===== src/rtl/cpu_alu_pkg.sv =====
// Shared definitions for the ALU issue stage: ALU control codes, RV opcodes,
// skid-buffer state encoding and small decode helpers.
package cpu_alu_pkg;

    localparam logic [3:0] ALU_ADD  = 4'd0;
    localparam logic [3:0] ALU_SUB  = 4'd1;
    localparam logic [3:0] ALU_AND  = 4'd2;
    localparam logic [3:0] ALU_OR   = 4'd3;
    localparam logic [3:0] ALU_XOR  = 4'd4;
    localparam logic [3:0] ALU_SLL  = 4'd5;
    localparam logic [3:0] ALU_SRL  = 4'd6;
    localparam logic [3:0] ALU_SRA  = 4'd7;
    localparam logic [3:0] ALU_SLT  = 4'd8;
    localparam logic [3:0] ALU_SLTU = 4'd9;

    localparam logic [6:0] OPC_OP     = 7'b0110011;
    localparam logic [6:0] OPC_OP_IMM = 7'b0010011;
    localparam logic [6:0] OPC_LUI    = 7'b0110111;
    localparam logic [6:0] OPC_AUIPC  = 7'b0010111;

    localparam logic [6:0] F7_BASE = 7'b0000000;
    localparam logic [6:0] F7_ALT  = 7'b0100000;

    typedef enum logic [1:0] {
        SKID_EMPTY,
        SKID_ONE,
        SKID_TWO
    } skid_state_t;

    // sub_ok separates OP (funct7 selects SUB) from OP-IMM (funct7 bits are immediate).
    function automatic logic [3:0] funct3_to_ctrl(input logic [2:0] funct3,
                                                  input logic       alt,
                                                  input logic       sub_ok);
        logic [3:0] ctrl;
        case (funct3)
            3'b000:  ctrl = (alt && sub_ok) ? ALU_SUB : ALU_ADD;
            3'b001:  ctrl = ALU_SLL;
            3'b010:  ctrl = ALU_SLT;
            3'b011:  ctrl = ALU_SLTU;
            3'b100:  ctrl = ALU_XOR;
            3'b101:  ctrl = alt ? ALU_SRA : ALU_SRL;
            3'b110:  ctrl = ALU_OR;
            default: ctrl = ALU_AND;
        endcase
        return ctrl;
    endfunction

    function automatic logic is_illegal(input logic [6:0] opcode,
                                        input logic [2:0] funct3,
                                        input logic [6:0] funct7);
        logic bad;
        case (opcode)
            OPC_OP: begin
                if (funct7 == F7_BASE)
                    bad = 1'b0;
                else if (funct7 == F7_ALT)
                    bad = !((funct3 == 3'b000) || (funct3 == 3'b101));
                else
                    bad = 1'b1;
            end
            OPC_OP_IMM: begin
                if (funct3 == 3'b001)
                    bad = (funct7 != F7_BASE);
                else if (funct3 == 3'b101)
                    bad = !((funct7 == F7_BASE) || (funct7 == F7_ALT));
                else
                    bad = 1'b0;
            end
            OPC_LUI, OPC_AUIPC: bad = 1'b0;
            default:            bad = 1'b1;
        endcase
        return bad;
    endfunction

endpackage


===== src/rtl/cpu_alu_decode.sv =====
// Combinational field decode of one RV32 integer instruction into ALU operands.
// ALU_ILLEGAL_CHECK_EN enables illegal-encoding detection on the illegal output.
module cpu_alu_decode
    import cpu_alu_pkg::*;
#(
    parameter int XLEN = 32
) (
    input  logic [6:0]      opcode,
    input  logic [2:0]      funct3,
    input  logic [6:0]      funct7,
    input  logic [XLEN-1:0] pc,
    input  logic [XLEN-1:0] rs1_data,
    input  logic [XLEN-1:0] rs2_data,
    input  logic [XLEN-1:0] imm,
    output logic [XLEN-1:0] operand_a,
    output logic [XLEN-1:0] operand_b,
    output logic [3:0]      control,
    output logic            illegal
);

    logic alt;
    assign alt = (funct7 == F7_ALT);

    always_comb begin
        operand_a = rs1_data;
        operand_b = rs2_data;
        control   = ALU_ADD;
        case (opcode)
            OPC_OP: begin
                control = funct3_to_ctrl(funct3, alt, 1'b1);
            end
            OPC_OP_IMM: begin
                operand_b = imm;
                control   = funct3_to_ctrl(funct3, alt, 1'b0);
            end
            OPC_LUI: begin
                operand_a = '0;
                operand_b = imm;
            end
            OPC_AUIPC: begin
                operand_a = pc;
                operand_b = imm;
            end
            default: ;
        endcase
`ifdef ALU_ILLEGAL_CHECK_EN
        // Illegal entries still flow downstream, but as a harmless ADD.
        illegal = is_illegal(opcode, funct3, funct7);
        if (illegal)
            control = ALU_ADD;
`else
        illegal = 1'b0;
`endif
    end

endmodule


===== src/rtl/cpu_alu_issue.sv =====
// ALU issue stage: registered decode feeding a two-entry skid buffer with
// registered in_ready. Build with ALU_ILLEGAL_CHECK_EN to flag illegal encodings.
module cpu_alu_issue
    import cpu_alu_pkg::*;
#(
    parameter int XLEN = 32
) (
    input  logic            clk,
    input  logic            reset,
    input  logic            flush,
    input  logic            in_valid,
    output logic            in_ready,
    input  logic [XLEN-1:0] in_pc,
    input  logic [6:0]      in_opcode,
    input  logic [2:0]      in_funct3,
    input  logic [6:0]      in_funct7,
    input  logic [XLEN-1:0] in_rs1_data,
    input  logic [XLEN-1:0] in_rs2_data,
    input  logic [XLEN-1:0] in_imm,
    output logic            out_valid,
    input  logic            out_ready,
    output logic [XLEN-1:0] out_operand_a,
    output logic [XLEN-1:0] out_operand_b,
    output logic [3:0]      out_control,
    output logic            out_illegal
);

    logic [XLEN-1:0] dec_a;
    logic [XLEN-1:0] dec_b;
    logic [3:0]      dec_control;
    logic            dec_illegal;

    cpu_alu_decode #(.XLEN(XLEN)) u_decode (
        .opcode    (in_opcode),
        .funct3    (in_funct3),
        .funct7    (in_funct7),
        .pc        (in_pc),
        .rs1_data  (in_rs1_data),
        .rs2_data  (in_rs2_data),
        .imm       (in_imm),
        .operand_a (dec_a),
        .operand_b (dec_b),
        .control   (dec_control),
        .illegal   (dec_illegal)
    );

    skid_state_t     state_reg, state_next;
    logic            in_ready_reg;
    logic [XLEN-1:0] head_a_reg, head_b_reg, tail_a_reg, tail_b_reg;
    logic [3:0]      head_control_reg, tail_control_reg;
    logic            head_illegal_reg, tail_illegal_reg;

    logic accept, drain;
    logic load_head_in, load_head_tail, load_tail;

    assign accept    = in_valid && in_ready_reg;
    assign out_valid = (state_reg != SKID_EMPTY);
    assign drain     = out_valid && out_ready;

    always_comb begin
        state_next     = state_reg;
        load_head_in   = 1'b0;
        load_head_tail = 1'b0;
        load_tail      = 1'b0;
        if (flush) begin
            state_next = SKID_EMPTY;
        end else begin
            case (state_reg)
                SKID_EMPTY: begin
                    if (accept) begin
                        state_next   = SKID_ONE;
                        load_head_in = 1'b1;
                    end
                end
                SKID_ONE: begin
                    if (accept && !drain) begin
                        state_next = SKID_TWO;
                        load_tail  = 1'b1;
                    end else if (accept && drain) begin
                        load_head_in = 1'b1;
                    end else if (drain) begin
                        state_next = SKID_EMPTY;
                    end
                end
                SKID_TWO: begin
                    if (drain) begin
                        state_next     = SKID_ONE;
                        load_head_tail = 1'b1;
                    end
                end
                default: state_next = SKID_EMPTY;
            endcase
        end
    end

    // in_ready comes straight from a flop so upstream timing never sees out_ready.
    always_ff @(posedge clk or posedge reset) begin
        if (reset) begin
            state_reg    <= SKID_EMPTY;
            in_ready_reg <= 1'b1;
        end else begin
            state_reg    <= state_next;
            in_ready_reg <= (state_next != SKID_TWO);
        end
    end

    always_ff @(posedge clk or posedge reset) begin
        if (reset) begin
            head_a_reg       <= '0;
            head_b_reg       <= '0;
            head_control_reg <= ALU_ADD;
            head_illegal_reg <= 1'b0;
            tail_a_reg       <= '0;
            tail_b_reg       <= '0;
            tail_control_reg <= ALU_ADD;
            tail_illegal_reg <= 1'b0;
        end else begin
            if (load_head_in) begin
                head_a_reg       <= dec_a;
                head_b_reg       <= dec_b;
                head_control_reg <= dec_control;
                head_illegal_reg <= dec_illegal;
            end else if (load_head_tail) begin
                head_a_reg       <= tail_a_reg;
                head_b_reg       <= tail_b_reg;
                head_control_reg <= tail_control_reg;
                head_illegal_reg <= tail_illegal_reg;
            end
            if (load_tail) begin
                tail_a_reg       <= dec_a;
                tail_b_reg       <= dec_b;
                tail_control_reg <= dec_control;
                tail_illegal_reg <= dec_illegal;
            end
        end
    end

    assign in_ready      = in_ready_reg;
    assign out_operand_a = head_a_reg;
    assign out_operand_b = head_b_reg;
    assign out_control   = head_control_reg;
    assign out_illegal   = head_illegal_reg;

endmodule


===== config.mk =====
export PLATFORM = sky130hd
export DESIGN_NAME = cpu_alu_issue
export DESIGN_NICKNAME = d
export VERILOG_FILES = /design/src/rtl/cpu_alu_pkg.sv /design/src/rtl/cpu_alu_decode.sv /design/src/rtl/cpu_alu_issue.sv
export SDC_FILE = /design/constraint.sdc
export NUM_CORES = 1
export LEC_CHECK = 0
export ABC_AREA = 0
export ABC_CLOCK_PERIOD_IN_PS = 10270
export BUFFER_PORTS_ARGS = -buffer_cell sky130_fd_sc_hd__buf_2
export CAP_MARGIN = 10
export CORE_MARGIN = 10
export CORE_UTILIZATION = 56
export DETAILED_ROUTE_END_ITERATION = 12
export HOLD_SLACK_MARGIN = 0.15
export MAX_ROUTING_LAYER = met4
export PLACE_DENSITY = 0.86
export SYNTH_ARGS = -nofsm -noshare
export SYNTH_HDL_FRONTEND = slang
export SYNTH_HIERARCHICAL = 1
export SYNTH_SLANG_ARGS = --single-unit

===== constraint.sdc =====
create_clock -name clk -period 10.27 [get_ports clk]
set_input_delay 0.5135 -clock clk [delete_from_list [all_inputs] [get_ports clk]]
set_output_delay 0.5135 -clock clk [all_outputs]
set_load 0.005 [all_outputs]

### After elaboration in Yosys (flattened, before gate mapping)

Index checks and enable logic that the tools add are counted.
W data, S select, Z words.

* bits of input ports: 150
* RAM bits: 0
* latch bits: 0
* register bits: 140
* bits in read-only memories: 0
* memories: 0

* magnitude comparators: 0
* div/mod/pow operators: 0
* $add $sub $neg: 0
* multiplexer cells: 33
* shift-type cells: 0
* multiply operators: 0
* bitwise logic cells: 0
* equal/unequal tests: 14
* reduce and logical (&&, ||, !) cells: 10

Operator list (count)
* $mux W32: 5
* $pmux W32 S2: 1
* $pmux W4 S7: 2
* $eq A7 B6 Y1 const B: 3
* $eq A7 B5 Y1 const B: 2
* $mux W1: 14
* $mux W2: 6
* $eq A3 B3 Y1 const B: 3
* $mux W4: 2
* $pmux W4 S2: 1
* $eq A3 B2 Y1 const B: 2
* $pmux W2 S3: 1
* $logic_and A1 B1 Y1: 4
* $reduce_bool A2 Y1: 2
* $eq A3 B1 Y1 const B: 1
* $logic_not A3 Y1: 1
* $reduce_or A3 Y1: 1
* $eq A2 B1 Y1 const B: 1
* $eq A2 B2 Y1 const B: 1
* $logic_not A2 Y1: 1
* $ne A2 B2 Y1 const B: 1
* $pmux W1 S2: 1
* $logic_not A1 Y1: 1

### Longest topological paths before layout

Gate-level depths: netlist (run 1).

* depth after elaboration: 8
* gate-level depth with buffers: 6
* mapped depth without buffers: 5

### Modules after synthesis

Netlist (run 1), hierarchy kept.

Modules (own cells, without submodules)
* cpu_alu_issue: times used 1, area an instance 6174.7 sq um, cells an instance 390
* cpu_alu_decode: times used 1, area an instance 1152.4 sq um, cells an instance 124

### Worst setup path after synthesis (run 1)

Ideal clock, no wire load.

* kind: in2reg
* start: in in_opcode[6]
* end: reg head_b_reg[21] (netlist: out_operand_b[21])
* path buffers: 1
* setup slack: 8.113 ns
* stages on the path: 6
* required time: 10.145 ns
* data arrival time: 2.032 ns
* path through: nand4b_4 nor3_4 buf_4 mux2_2 mux2_2 mux2_4

* cells in the longest elaborated chain, start to end: 4
* elaborated cells between the ends (all ways): 6
* those cells by class: 3 x eq/ne; 2 x mux; 1 x reduce/logical

Ends and longest elaborated chain
* from (decl): line cpu_alu_issue.sv:14 `input logic [6:0] in_opcode,`
* $eq A7 B6 Y1 / $eq A7 B5 Y1 (equally long branches): line cpu_alu_decode.sv:28 `case (opcode)`
* $reduce_or A3 Y1 (no line) (*)
* $mux W32 (*): line cpu_alu_decode.sv:28
* net dec_b[21]: line cpu_alu_issue.sv:29 `logic [XLEN-1:0] dec_b;`
* $mux W32 (*): line cpu_alu_issue.sv:118 `if (load_head_in) begin`
* to (signal assigned): line cpu_alu_issue.sv:125 `head_b_reg <= tail_b_reg;`
* to (decl): line cpu_alu_issue.sv:49 `logic [XLEN-1:0] head_a_reg, head_b_reg, tail_a_reg, tail_b_reg;`

Mark *: on every way through the listed nets, which the timed path passes. The rest lies on a longest branch.
A chain may end at the register's enable or synchronous reset.

### Worst setup path in the final report (run 1)

* start: reg state_reg[0]
* end: reg head_a_reg[9] (netlist: out_operand_a[9])

* cells in the longest elaborated chain, start to end: 8
* elaborated cells between the ends (all ways): 17
* those cells by class: 2 x eq/ne; 8 x mux; 7 x reduce/logical

Ends and longest elaborated chain
* from (decl): line cpu_alu_issue.sv:47 `skid_state_t state_reg, state_next;`
* from (signal assigned): line cpu_alu_issue.sv:102 `state_reg <= state_next;`
* $reduce_bool A2 Y1: line cpu_alu_issue.sv:57 `assign out_valid = (state_reg != SKID_EMPTY);`
* $logic_and A1 B1 Y1: line cpu_alu_issue.sv:58 `assign drain = out_valid && out_ready;`
* $logic_and A1 B1 Y1 / $logic_not A1 Y1 (equally long branches): line cpu_alu_issue.sv:79, cpu_alu_issue.sv:76
* $mux W1 / $logic_and A1 B1 Y1 (equally long branches): line cpu_alu_issue.sv:79, cpu_alu_issue.sv:76
* $mux W1: line cpu_alu_issue.sv:76 `if (accept && !drain) begin`
* $pmux W1 S2: line cpu_alu_issue.sv:68 `case (state_reg)`
* $mux W1: line cpu_alu_issue.sv:65 `if (flush) begin`
* $mux W32 / $reduce_bool A2 Y1 (equally long branches)
* to (signal assigned): line cpu_alu_issue.sv:124 `head_a_reg <= tail_a_reg;`
* to (decl): line cpu_alu_issue.sv:49

Several ways; a longest one is shown, not always the timed one.

==> flow_summary.json, run 1 <==
{
  "status": "finished, final reports clean",
  "syn-mean-instance-area_sq_um": 14.3,
  "crit_type": "reg -> reg",
  "syn_nets": 664,
  "worstHoldPathType": "in -> async",
  "drt_drc_violations_left": 0,
  "measured_slew_at_the_worst_slew_check_pin_ns": 1.00,
  "worstPathMaxFanout": 41,
  "power_share_of_the_combinational_group": 0.258,
  "p_leak_nw": 4.37,
  "netlist_instances": 514,
  "drt_pre_antenna_iters": 4,
  "clk_pin_slew_ns": 0.06,
  "worst_ep_required_time_ns": 10.56,
  "floorplan.core_area_sq_um": 12700,
  "power_consumption_mw": 1.97,
  "placedInstanceArea_sq_um": 8470,
  "internal_power_mw": 1.46,
  "grt_use_total": 0.208,
  "detailroute.via_count": 4872,
  "gp_routability_congestion": 0.771,
  "wire_per_inst_um": 19.7,
  "port_buffers": 220,
  "wire_length_of_the_first_global_routing_pass_mm": 29.1,
  "hold_ws_ns": 0.159,
  "most-common-layout-cells": "mux2_2, buf_2, dfrtp_1",
  "timing.final.setup_violations": 0,
  "power_density_nw_per_um2": 217,
  "timing.final.crit_share": 0.290,
  "ys_seq_area_frac": 0.482,
  "pin_count": 221,
  "grt_antenna_before_repair": 1,
  "synth-edff-count": 0,
  "tritoncts_num_sinks": 141,
  "die_extent_in_x_um": 134,
  "cts-buffers-inserted": 17,
  "dp_worst_setup_slack_ns": 7.15,
  "clock_tree.buffer_depth": 2,
  "most_frequent_standard_cell_in_the_layout_excluding_fill_and_tap_cells": "mux2_2",
  "unrepaired_setup_endpoints_after_global_routing": "no",
  "switchingPower_mw": 0.516,
  "detail_route.wirelength_mm": 18.0,
  "maxCapViolations": 0,
  "slew_headroom": 0.333,
  "cts_tree": "done",
  "final_util": 0.713,
  "final_design_area_no_fill_sq_um": 9070,
  "post-dp-hpwl_mm": 12.8,
  "pin_count_of_the_biggest_net_entering_global_routing": 81,
  "sum_of_negative_setup_slack_ns": 0,
  "die_area_sq_um": 18100,
  "synth_cell_types": 38,
  "fin_nets": 876,
  "ctsRootBufferMaster": "clkbuf_16",
  "worst_skew_pair.late_latency_ns": 0.42,
  "flow.area_growth_from_synthesis_pct": 23.8,
  "sequentialPowerShare": 0.429,
  "die_h_um": 134,
  "ant_nets": 0,
  "post-cts-setup-buffers": 0,
  "synth.cell_area_sq_um": 7330,
  "clockPowerShare": 0.313,
  "cts_repair_resize_count": 0,
  "arrival_ns": 3.27,
  "synth.yosys.warnings": 6,
  "dp.cells": 879,
  "timing.final.ws_setup_ns": 7.29,
  "viasPerCell": 5.34,
  "grt_pass1_vias": 5802,
  "critical_path.startpoint_type": "register",
  "final_cell_count_no_fill": 912,
  "max_freq_mhz": 336,
  "cts_hold_buffers": 0,
  "clock_skew_ns": 0.00864,
  "ctsHtreeMaxLevel": 4,
  "timing_hold_violations_final": 0,
  "grt.overflow.total": 0,
  "timing.final.crit_period_ns": 2.98,
  "setup.worst_path.end_class": "register",
  "initial_utilization": 0.576,
  "power.share.switching": 0.262,
  "first_iter_violations": 257,
  "row_count": 41,
  "vdd_drop_max_uv": 139,
  "final-max-slew-violation-count": 0,
  "async_reset_ff_frac": 1.00,
  "synth_ff_type": "dfrtp_1",
  "seq_cells_post_synth": 141,
  "ratio_of_cells_with_drive_above_1_in_the_final_layout": 0.701
}
-- power by group through the flow --
stage | Combinational [mW] | Clock, mW | Sequential (mW)
2_1_floorplan | 0.299 | 0 | 0.836
3_3_place_gp | 0.490 | 0 | 0.835
3_5_place_dp | 0.516 | 0 | 0.852
4_1_cts | 0.520 | 0.626 | 0.847
5_1_grt | 0.557 | 0.653 | 0.869
6_report | 0.509 | 0.616 | 0.847
-- path summary, 6_finish.rpt --
path,start,endpoint,slack [ns],cells past startpoint
hold / removal,reset,out_operand_a[2]$_DFFE_PP0P_,0.16,2
setup / recovery,state_reg[0]$_DFF_PP0_,out_operand_a[9]$_DFFE_PP0P_,7.29,5
setup reg to reg,state_reg[0]$_DFF_PP0_,out_operand_a[9]$_DFFE_PP0P_,7.29,5
min in group clk,flush,state_reg[0]$_DFF_PP0_,0.35,2
max in group asynchronous,reset,out_operand_a[30]$_DFFE_PP0P_,8.71,3
hold reg to reg,out_operand_b[4]$_DFFE_PP0P_,out_operand_b[4]$_DFFE_PP0P_,0.49,1
-- critical path: stages (launching register included) --
cell and delay (ns):
dfrtp_1 0.40, nor2b_1 0.18, or3_4 0.38, a21oi_4 0.75
buf_4 0.68, mux2_2 0.41
-- Yosys cell counts, types with 3 or more instances --
cell	count	area, sq um
mux2_2	240	2700
dfrtp_1	140	3500
nor2b_1	34	213
buf_2	14	70.1
mux2_4	14	210
mux2_1	13	146
buf_6	9	101
nor2_1	6	22.5
buf_4	5	37.5
a21oi_1	3	15.0
clkbuf_1	3	11.3
inv_1	3	11.3
-- per-layer routing --
| layer | vias to the layer above | routed length [um] | track usage |
|---|---|---|---|
| li1 | 2261 | - | - |
| met1 | 2418 | 7010 | 0.215 |
| met2 | 159 | 9500 | 0.360 |
| met3 | 34 | 926 | 0.0571 |
| met4 | 0 | 537 | 0.0937 |
| met5 | - | 0 | - |
-- logic make-up (layout without fill, tap and decap cells) --
| group | count (synthesis) | in the layout | synth area share |
|---|---|---|---|
| AO/OA/AOI/OAI | 8 | 8 | 0.00803 |
| XOR/XNOR | 2 | 2 | 0.00239 |
| buffers and inverters | 34 | 259 | 0.0316 |
| flip-flops | 141 | 141 | 0.482 |
| multiplexers | 269 | 269 | 0.420 |
| other | 1 | 2 | 0.000512 |
| AND/OR/NAND/NOR | 59 | 59 | 0.0555 |
-- final cells by class --
cell class                 instances  area (sq um)
antenna                            1          2.50
clock buffer                      27           523
clock inverter                     5          77.6
fill                             927          3650
inverter                           3          16.3
multi-input combinational        339          3580
sequential                       141          3530
tap                              172           215
timing repair buffer             224          1130
Note: power is estimated with default switching activity, not from simulation.
==> inputs of run 2 (changes only) <==
--- a/config.mk
+++ b/config.mk
@@ -6,15 +6,15 @@
 export NUM_CORES = 1
 export LEC_CHECK = 0
 export ABC_AREA = 0
-export ABC_CLOCK_PERIOD_IN_PS = 10270
+export ABC_CLOCK_PERIOD_IN_PS = 2700
 export BUFFER_PORTS_ARGS = -buffer_cell sky130_fd_sc_hd__buf_2
 export CAP_MARGIN = 10
 export CORE_MARGIN = 10
-export CORE_UTILIZATION = 56
+export CORE_UTILIZATION = 47
 export DETAILED_ROUTE_END_ITERATION = 12
 export HOLD_SLACK_MARGIN = 0.15
 export MAX_ROUTING_LAYER = met4
-export PLACE_DENSITY = 0.86
+export PLACE_DENSITY = 0.77
 export SYNTH_ARGS = -nofsm -noshare
 export SYNTH_HDL_FRONTEND = slang
 export SYNTH_HIERARCHICAL = 1
==> constraint.sdc (replaced) <==
create_clock -name clk -period 2.7 [get_ports clk]
set_input_delay 0.135 -clock clk [delete_from_list [all_inputs] [get_ports clk]]
set_output_delay 0.135 -clock clk [all_outputs]
set_load 0.005 [all_outputs]
==> run 2 against run 1 <==
Effect of this change:
- sequential share of layout area is 4.5 points lower
- critical path depth unchanged
- routed wire length grew 10%
- clock skew fell by 0.0010 ns
- first-iteration DRC count shrank 39%
- critical path type unchanged
- critical endpoint is now out_operand_b[17]$_DFFE_PP0P_
- largest cell class unchanged
==> flow_summary.json, run 2 (synthesized netlist as in run 1, its figures left out) <==
{
  "grt_antenna_before_repair": 0,
  "worst_skew_pair.late_latency_ns": 0.41,
  "max_freq_mhz": 469,
  "final_util": 0.672,
  "unrepaired_setup_endpoints_after_global_routing": "no",
  "timing.final.crit_share": 0.789,
  "grt_use_total": 0.196,
  "most-common-layout-cells": "mux2_2, buf_2, dfrtp_1",
  "wire_per_inst_um": 18.7,
  "maxCapViolations": 0,
  "arrival_ns": 2.42,
  "crit_path_top_delay_cell": "dfrtp_1",
  "setup.reg_to_reg.worst_slack_ns": 0.57,
  "crit_type": "reg -> reg",
  "tritoncts_num_sinks": 141,
  "pin_count_of_the_biggest_net_entering_global_routing": 142,
  "status": "finished, final reports clean",
  "ctsRootBufferMaster": "clkbuf_16",
  "wire_length_of_the_first_global_routing_pass_mm": 31.4,
  "fin_nets": 981,
  "timing_hold_violations_final": 0,
  "timing.final.crit_period_ns": 2.13,
  "final-max-slew-violation-count": 0,
  "initial_utilization": 0.480,
  "ratio_of_cells_with_drive_above_1_in_the_final_layout": 0.624,
  "final.fill_count": 1080,
  "ctsHtreeMaxLevel": 4,
  "die_extent_in_x_um": 145,
  "port_buffers": 220,
  "most_frequent_standard_cell_in_the_layout_excluding_fill_and_tap_cells": "mux2_2",
  "vdd_drop_max_uv": 439,
  "timing.rr.end": "out_operand_b[17]$_DFFE_PP0P_",
  "slew_headroom": 0.503,
  "cts_tree": "done",
  "beginning_of_the_critical_path": "state_reg[1]$_DFF_PP0_",
  "pin_count": 221,
  "area_of_the_multi_input_gates_sq_um": 3580,
  "layout.area.seq_sq_um": 3530,
  "grt_pass1_vias": 6126,
  "crit_path_buf_inv_count": 1,
  "worstSetupPathDepth": 5,
  "cts-buffers-inserted": 17,
  "gp_routability_congestion": 0.727,
  "path_cells": "and4bb_2 -> nand2_4 -> buf_4 -> mux2_2 -> mux2_1",
  "r2r_start": "state_reg[1]$_DFF_PP0_",
  "clock_skew_ns": 0.00760,
  "measured_slew_at_the_worst_slew_check_pin_ns": 0.746,
  "critPathMaxStageDelay_ns": 0.42,
  "reg2reg_depth": 5,
  "final_cell_count_no_fill": 1055,
  "p_leak_nw": 4.84,
  "crit_path_end": "out_operand_b[17]$_DFFE_PP0P_",
  "worst_ep_required_time_ns": 2.99,
  "ant_nets": 0,
  "dp.cells": 924,
  "drt_drc_violations_left": 0,
  "post-dp-hpwl_mm": 13.1,
  "clk_pin_slew_ns": 0.06,
  "timing.final.setup_violations": 0,
  "die_h_um": 145,
  "power_consumption_mw": 7.78,
  "flow.area_growth_from_synthesis_pct": 39.9,
  "crit_family": "multiplexers",
  "floorplan.core_area_sq_um": 15300,
  "n_antenna_cell": 0,
  "setup.worst_path.end_class": "register",
  "cts_repair_resize_count": 0,
  "die_area_sq_um": 21000,
  "row_count": 45,
  "power_density_nw_per_um2": 759,
  "viasPerCell": 5.07,
  "critical_path.startpoint_type": "register",
  "worstHoldPathType": "in -> reg",
  "drt_pre_antenna_iters": 4,
  "first_iter_violations": 158,
  "sum_of_negative_setup_slack_ns": 0,
  "detailroute.via_count": 5344,
  "clock_tree.buffer_depth": 2,
  "grt.overflow.total": 0,
  "worstPathMaxFanout": 20,
  "detail_route.wirelength_mm": 19.8
}
[run 2: cell count changes in the layout (fill, tap and decap cells not counted), sizes merged, moves of 2 or more]
cell         change
clkinvlp         +2
clkbuf           -6
clkinv           +3
buf              +6
dlygate4sd3     +99
bufinv           +2
[run 2: worst min path at each step]
stage                         from                           end  cells past startpoint
floorplan                    flush        state_reg[0]$_DFF_PP0_                      1
global placement             flush        state_reg[0]$_DFF_PP0_                      2
detailed placement           flush        state_reg[0]$_DFF_PP0_                      2
CTS                 in_rs2_data[1]  out_operand_b[1]$_DFFE_PP0P_                      4
global route        in_rs2_data[1]  out_operand_b[1]$_DFFE_PP0P_                      4
finish              in_rs2_data[1]  out_operand_b[1]$_DFFE_PP0P_                      4
[run 2: worst min-delay path, delay by kind of cell]
| family | cells | cell delay, ns |
|---|---|---|
| mux | 1 | 0.16 |
| simple gates | 1 | 0.05 |
| compound gates | 1 | 0.11 |
| buf+inv | 1 | 0.08 |
[run 2: layout make-up]
class,instances,share of cell area
Multi-Input combinational cell,339,0.349
Sequential cell,141,0.344
Timing Repair Buffer,329,0.218
Clock buffer,21,0.0459
Tap cell,211,0.0258
Clock inverter,11,0.0160
Inverter,3,0.00146
[run 2: power by group]
part,leakage (nW),total (mW),internal (mW),switching [mW]
registers,1.75,3.22,2.83,0.386
logic,2.79,2.07,1.31,0.757
clock network,0.309,2.50,1.62,0.881
[run 2: metal layers]
layer	GRT usage	part of all wire
met5	-	0
met1	0.214	0.40
met3	0.0482	0.065
met4	0.0590	0.014
met2	0.345	0.52
[run 2: metrics by stage]
step | area, sq um | hold slack, ns | worst slack, ns
4_1_cts | 10300 | 0.153 | 0.575
2_1_floorplan | 7330 | 0.201 | 0.803
6_report | 10300 | 0.163 | 0.570
3_5_place_dp | 8630 | 0.375 | 0.538
5_1_grt | 10300 | 0.176 | 0.520
3_3_place_gp | 8630 | 0.360 | 0.607
[run 2: what timing repair did]
item                                   4_1_cts  5_1_grt
hold buffers                                99        0
buffers inserted                             0        0
endpoints found under the hold margin      209        0
==> inputs of run 3 (changes only) <==
--- a/config.mk
+++ b/config.mk
@@ -5,16 +5,16 @@
 export SDC_FILE = /design/constraint.sdc
 export NUM_CORES = 1
 export LEC_CHECK = 0
-export ABC_AREA = 0
-export ABC_CLOCK_PERIOD_IN_PS = 2700
+export ABC_AREA = 1
+export ABC_CLOCK_PERIOD_IN_PS = 2100
 export BUFFER_PORTS_ARGS = -buffer_cell sky130_fd_sc_hd__buf_2
 export CAP_MARGIN = 10
 export CORE_MARGIN = 10
-export CORE_UTILIZATION = 47
+export CORE_UTILIZATION = 53
 export DETAILED_ROUTE_END_ITERATION = 12
 export HOLD_SLACK_MARGIN = 0.15
 export MAX_ROUTING_LAYER = met4
-export PLACE_DENSITY = 0.77
+export PLACE_DENSITY = 0.81
 export SYNTH_ARGS = -nofsm -noshare
 export SYNTH_HDL_FRONTEND = slang
 export SYNTH_HIERARCHICAL = 1
==> constraint.sdc (replaced) <==
create_clock -name clk -period 2.1 [get_ports clk]
set_input_delay 0.105 -clock clk [delete_from_list [all_inputs] [get_ports clk]]
set_output_delay 0.105 -clock clk [all_outputs]
set_load 0.005 [all_outputs]
==> run 3 against run 2 <==
Effect of this change:
- global-route usage up 7.9 points
- clock skew increased by 0.0030 ns
- via count is 62% higher
- final cell count is 52% higher
- critical path type is now in -> reg
==> flow_summary.json, run 3 <==
{
  "worst_skew_pair.late_latency_ns": 0.41,
  "ratio_of_cells_with_drive_above_1_in_the_final_layout": 0.212,
  "grt_pass1_vias": 8815,
  "groute.layer.met2.usage": 0.456,
  "power.share.switching": 0.303,
  "worst_ep_required_time_ns": 2.40,
  "most-common-layout-cells": "nand2_1, buf_2, inv_1",
  "unrepaired_setup_endpoints_after_global_routing": "no",
  "first_iter_violations": 1029,
  "setup.worst_path.end_class": "register",
  "synth_ff_type": "dfrtp_1",
  "cts_tree": "done",
  "wire_per_inst_um": 16.7,
  "timing.final.ws_setup_ns": 0.108,
  "floorplan.core_area_sq_um": 14500,
  "worstHoldPathType": "in -> reg",
  "ctsHtreeMaxLevel": 4,
  "viasPerCell": 5.38,
  "pin_count": 221,
  "switchingPower_mw": 2.75,
  "die_extent_in_x_um": 141,
  "clockPowerShare": 0.340,
  "ctsRootBufferMaster": "clkbuf_16",
  "grt_use_total": 0.275,
  "syn-mean-instance-area_sq_um": 7.16,
  "timing.final.crit_share": 0.948,
  "syn_nets": 1236,
  "dp_worst_setup_slack_ns": 0.303,
  "use_met3": 0.0601,
  "synth-edff-count": 0,
  "gr-max-usage-layer": "met2",
  "synth_top_cell_by_area": "dfrtp_1",
  "timing_hold_violations_final": 0,
  "pin_count_of_the_biggest_net_entering_global_routing": 72,
  "timing.final.setup_violations": 0,
  "power_share_of_the_combinational_group": 0.246,
  "crit_type": "in -> reg",
  "timing.final.crit_period_ns": 1.99,
  "synthDominantCellAreaShare": 0.450,
  "grt.overflow.total": 0,
  "p_leak_nw": 6.21,
  "max_freq_mhz": 502,
  "worstPathMaxFanout": 32,
  "clk_pin_slew_ns": 0.06,
  "crit_family": "simple AND/OR/NAND/NOR gates",
  "post-cts-setup-buffers": 0,
  "hold_ws_ns": 0.178,
  "die_area_sq_um": 19900,
  "crit_path_top_delay_cell": "dlygate4sd3_1",
  "post-dp-hpwl_mm": 14.8,
  "slew_headroom": 0.439,
  "most_frequent_standard_cell_in_the_layout_excluding_fill_and_tap_cells": "nand2_1",
  "final-max-slew-violation-count": 0,
  "detailroute.via_count": 8634,
  "die_h_um": 141,
  "ant_nets": 0,
  "met1_usage": 0.298,
  "vdd_drop_max_uv": 514,
  "arrival_ns": 2.30,
  "port_buffers": 220,
  "netlist_instances": 1086,
  "wire_length_of_the_first_global_routing_pass_mm": 43.3,
  "power_density_nw_per_um2": 837,
  "fin_nets": 1549,
  "gp_routability_congestion": 0.800,
  "initial_utilization": 0.537,
  "path_cells": "buf_2 -> inv_1 -> nor2_2 -> nand2_2 -> nand2_1 -> nand2_1 -> dlygate4sd3_1 -> inv_1 -> nand4_1 -> nand3_1 -> nand2_1",
  "critical_path.startpoint_type": "input port",
  "row_count": 44,
  "ys_top_cells_by_count": "nand2_1, inv_1, dfrtp_1",
  "clock_tree.buffer_depth": 2,
  "detail_route.wirelength_mm": 26.8,
  "internal_power_mw": 6.34,
  "status": "finished, final reports clean",
  "critical-path-top-cell-by-count": "nand2_1",
  "grt_antenna_before_repair": 9,
  "flow.area_growth_from_synthesis_pct": 39.7,
  "sequentialPowerShare": 0.414,
  "post-synth-top-count-cell": "nand2_1",
  "crit_path_buf_inv_count": 4,
  "synth.cell_area_sq_um": 7780,
  "tritoncts_num_sinks": 141,
  "synth.yosys.warnings": 6,
  "ys_seq_area_frac": 0.454,
  "measured_slew_at_the_worst_slew_check_pin_ns": 0.841,
  "sum_of_negative_setup_slack_ns": 0,
  "drt_pre_antenna_iters": 8,
  "synth_cell_types": 28,
  "critPathMaxStageDelay_ns": 0.58,
  "cts-buffers-inserted": 17,
  "drt_drc_violations_left": 0,
  "clock_skew_ns": 0.0106,
  "yosys-top-cells-area": "dfrtp_1, nand2_1, inv_1, nand3_1, nand4_1",
  "maxCapViolations": 0,
  "async_reset_ff_frac": 1.00,
  "seq_cells_post_synth": 141
}
==> run 3: kinds of logic (layout without fill, tap and decap cells) <==
family / count (synthesis) / after routing / synth area share
xor gates and xnor gates: 1 / 1 / 0.00113
other: 1 / 10 / 0.000482
AOI/OAI and AO/OA: 108 / 108 / 0.0782
buffers and inverters: 257 / 583 / 0.140
and+or+nand+nor: 578 / 578 / 0.327
DFF: 141 / 141 / 0.454
==> run 3: path summary, 6_finish.rpt <==
kind                                                    start                            end  slack (ns)  cells past startpoint
worst max-delay path                             in_opcode[4]  out_operand_a[27]$_DFFE_PP0P_        0.11                     11
worst min-delay path                                in_pc[23]     tail_a_reg[23]$_DFFE_PP0P_        0.18                      5
worst max register to register         state_reg[1]$_DFF_PP0_  out_operand_b[13]$_DFFE_PP0P_        0.21                      5
worst min register to register  out_operand_b[24]$_DFFE_PP0P_  out_operand_b[24]$_DFFE_PP0P_        0.47                      2
max in group asynchronous                               reset     tail_a_reg[28]$_DFFE_PP0P_        1.12                      4
min in group asynchronous                               reset     tail_b_reg[23]$_DFFE_PP0P_        0.28                      3
==> run 3: worst min-delay path, stage by stage <==
cell and delay [ns]:
buf_2 0.10, nand3_1 0.08, nand2_1 0.06, inv_1 0.09
o21ai_0 0.10
==> run 3: power by group through the flow <==
stage,Clock (mW),Combinational (mW),Sequential (mW)
global placement,0,1.89,3.76
CTS,3.12,2.19,3.74
floorplan,0,1.14,3.76
detailed placement,0,1.97,3.77
finish,3.09,2.23,3.77
global route,3.25,2.54,3.85
==> run 3: metrics by stage <==
step	utilization	power [mW]	instance area, sq um	cells
final	0.750	9.09	10900	1605
after global routing	0.750	9.64	10900	1605
after CTS	0.749	9.06	10800	1596
after detailed placement	0.616	5.74	8920	1433
after global placement	0.616	5.65	8920	1433
after floorplan	-	4.90	7780	1086
==> run 3: what timing repair did <==
item	4_1_cts	5_1_grt
hold endpoints to repair	231	0
hold buffers	131	0
gates resized for setup	0	0
==> run 3: area by class of cell <==
| type | instances | area, sq um |
|---|---|---|
| Sequential cell | 141 | 3530 |
| Fill cell | 987 | 3610 |
| Tap cell | 184 | 230 |
| Multi-Input combinational cell | 688 | 3180 |
| Inverter | 184 | 694 |
| Clock inverter | 11 | 140 |
| Timing Repair Buffer | 367 | 2590 |
| Clock buffer | 21 | 470 |
| Antenna cell | 9 | 22.5 |
==> run 3: metal layers <==
layer,vias to the layer above,part of all wire
met3,116,0.068
met5,-,0
li1,4033,-
met1,4002,0.38
met2,483,0.50
met4,0,0.051
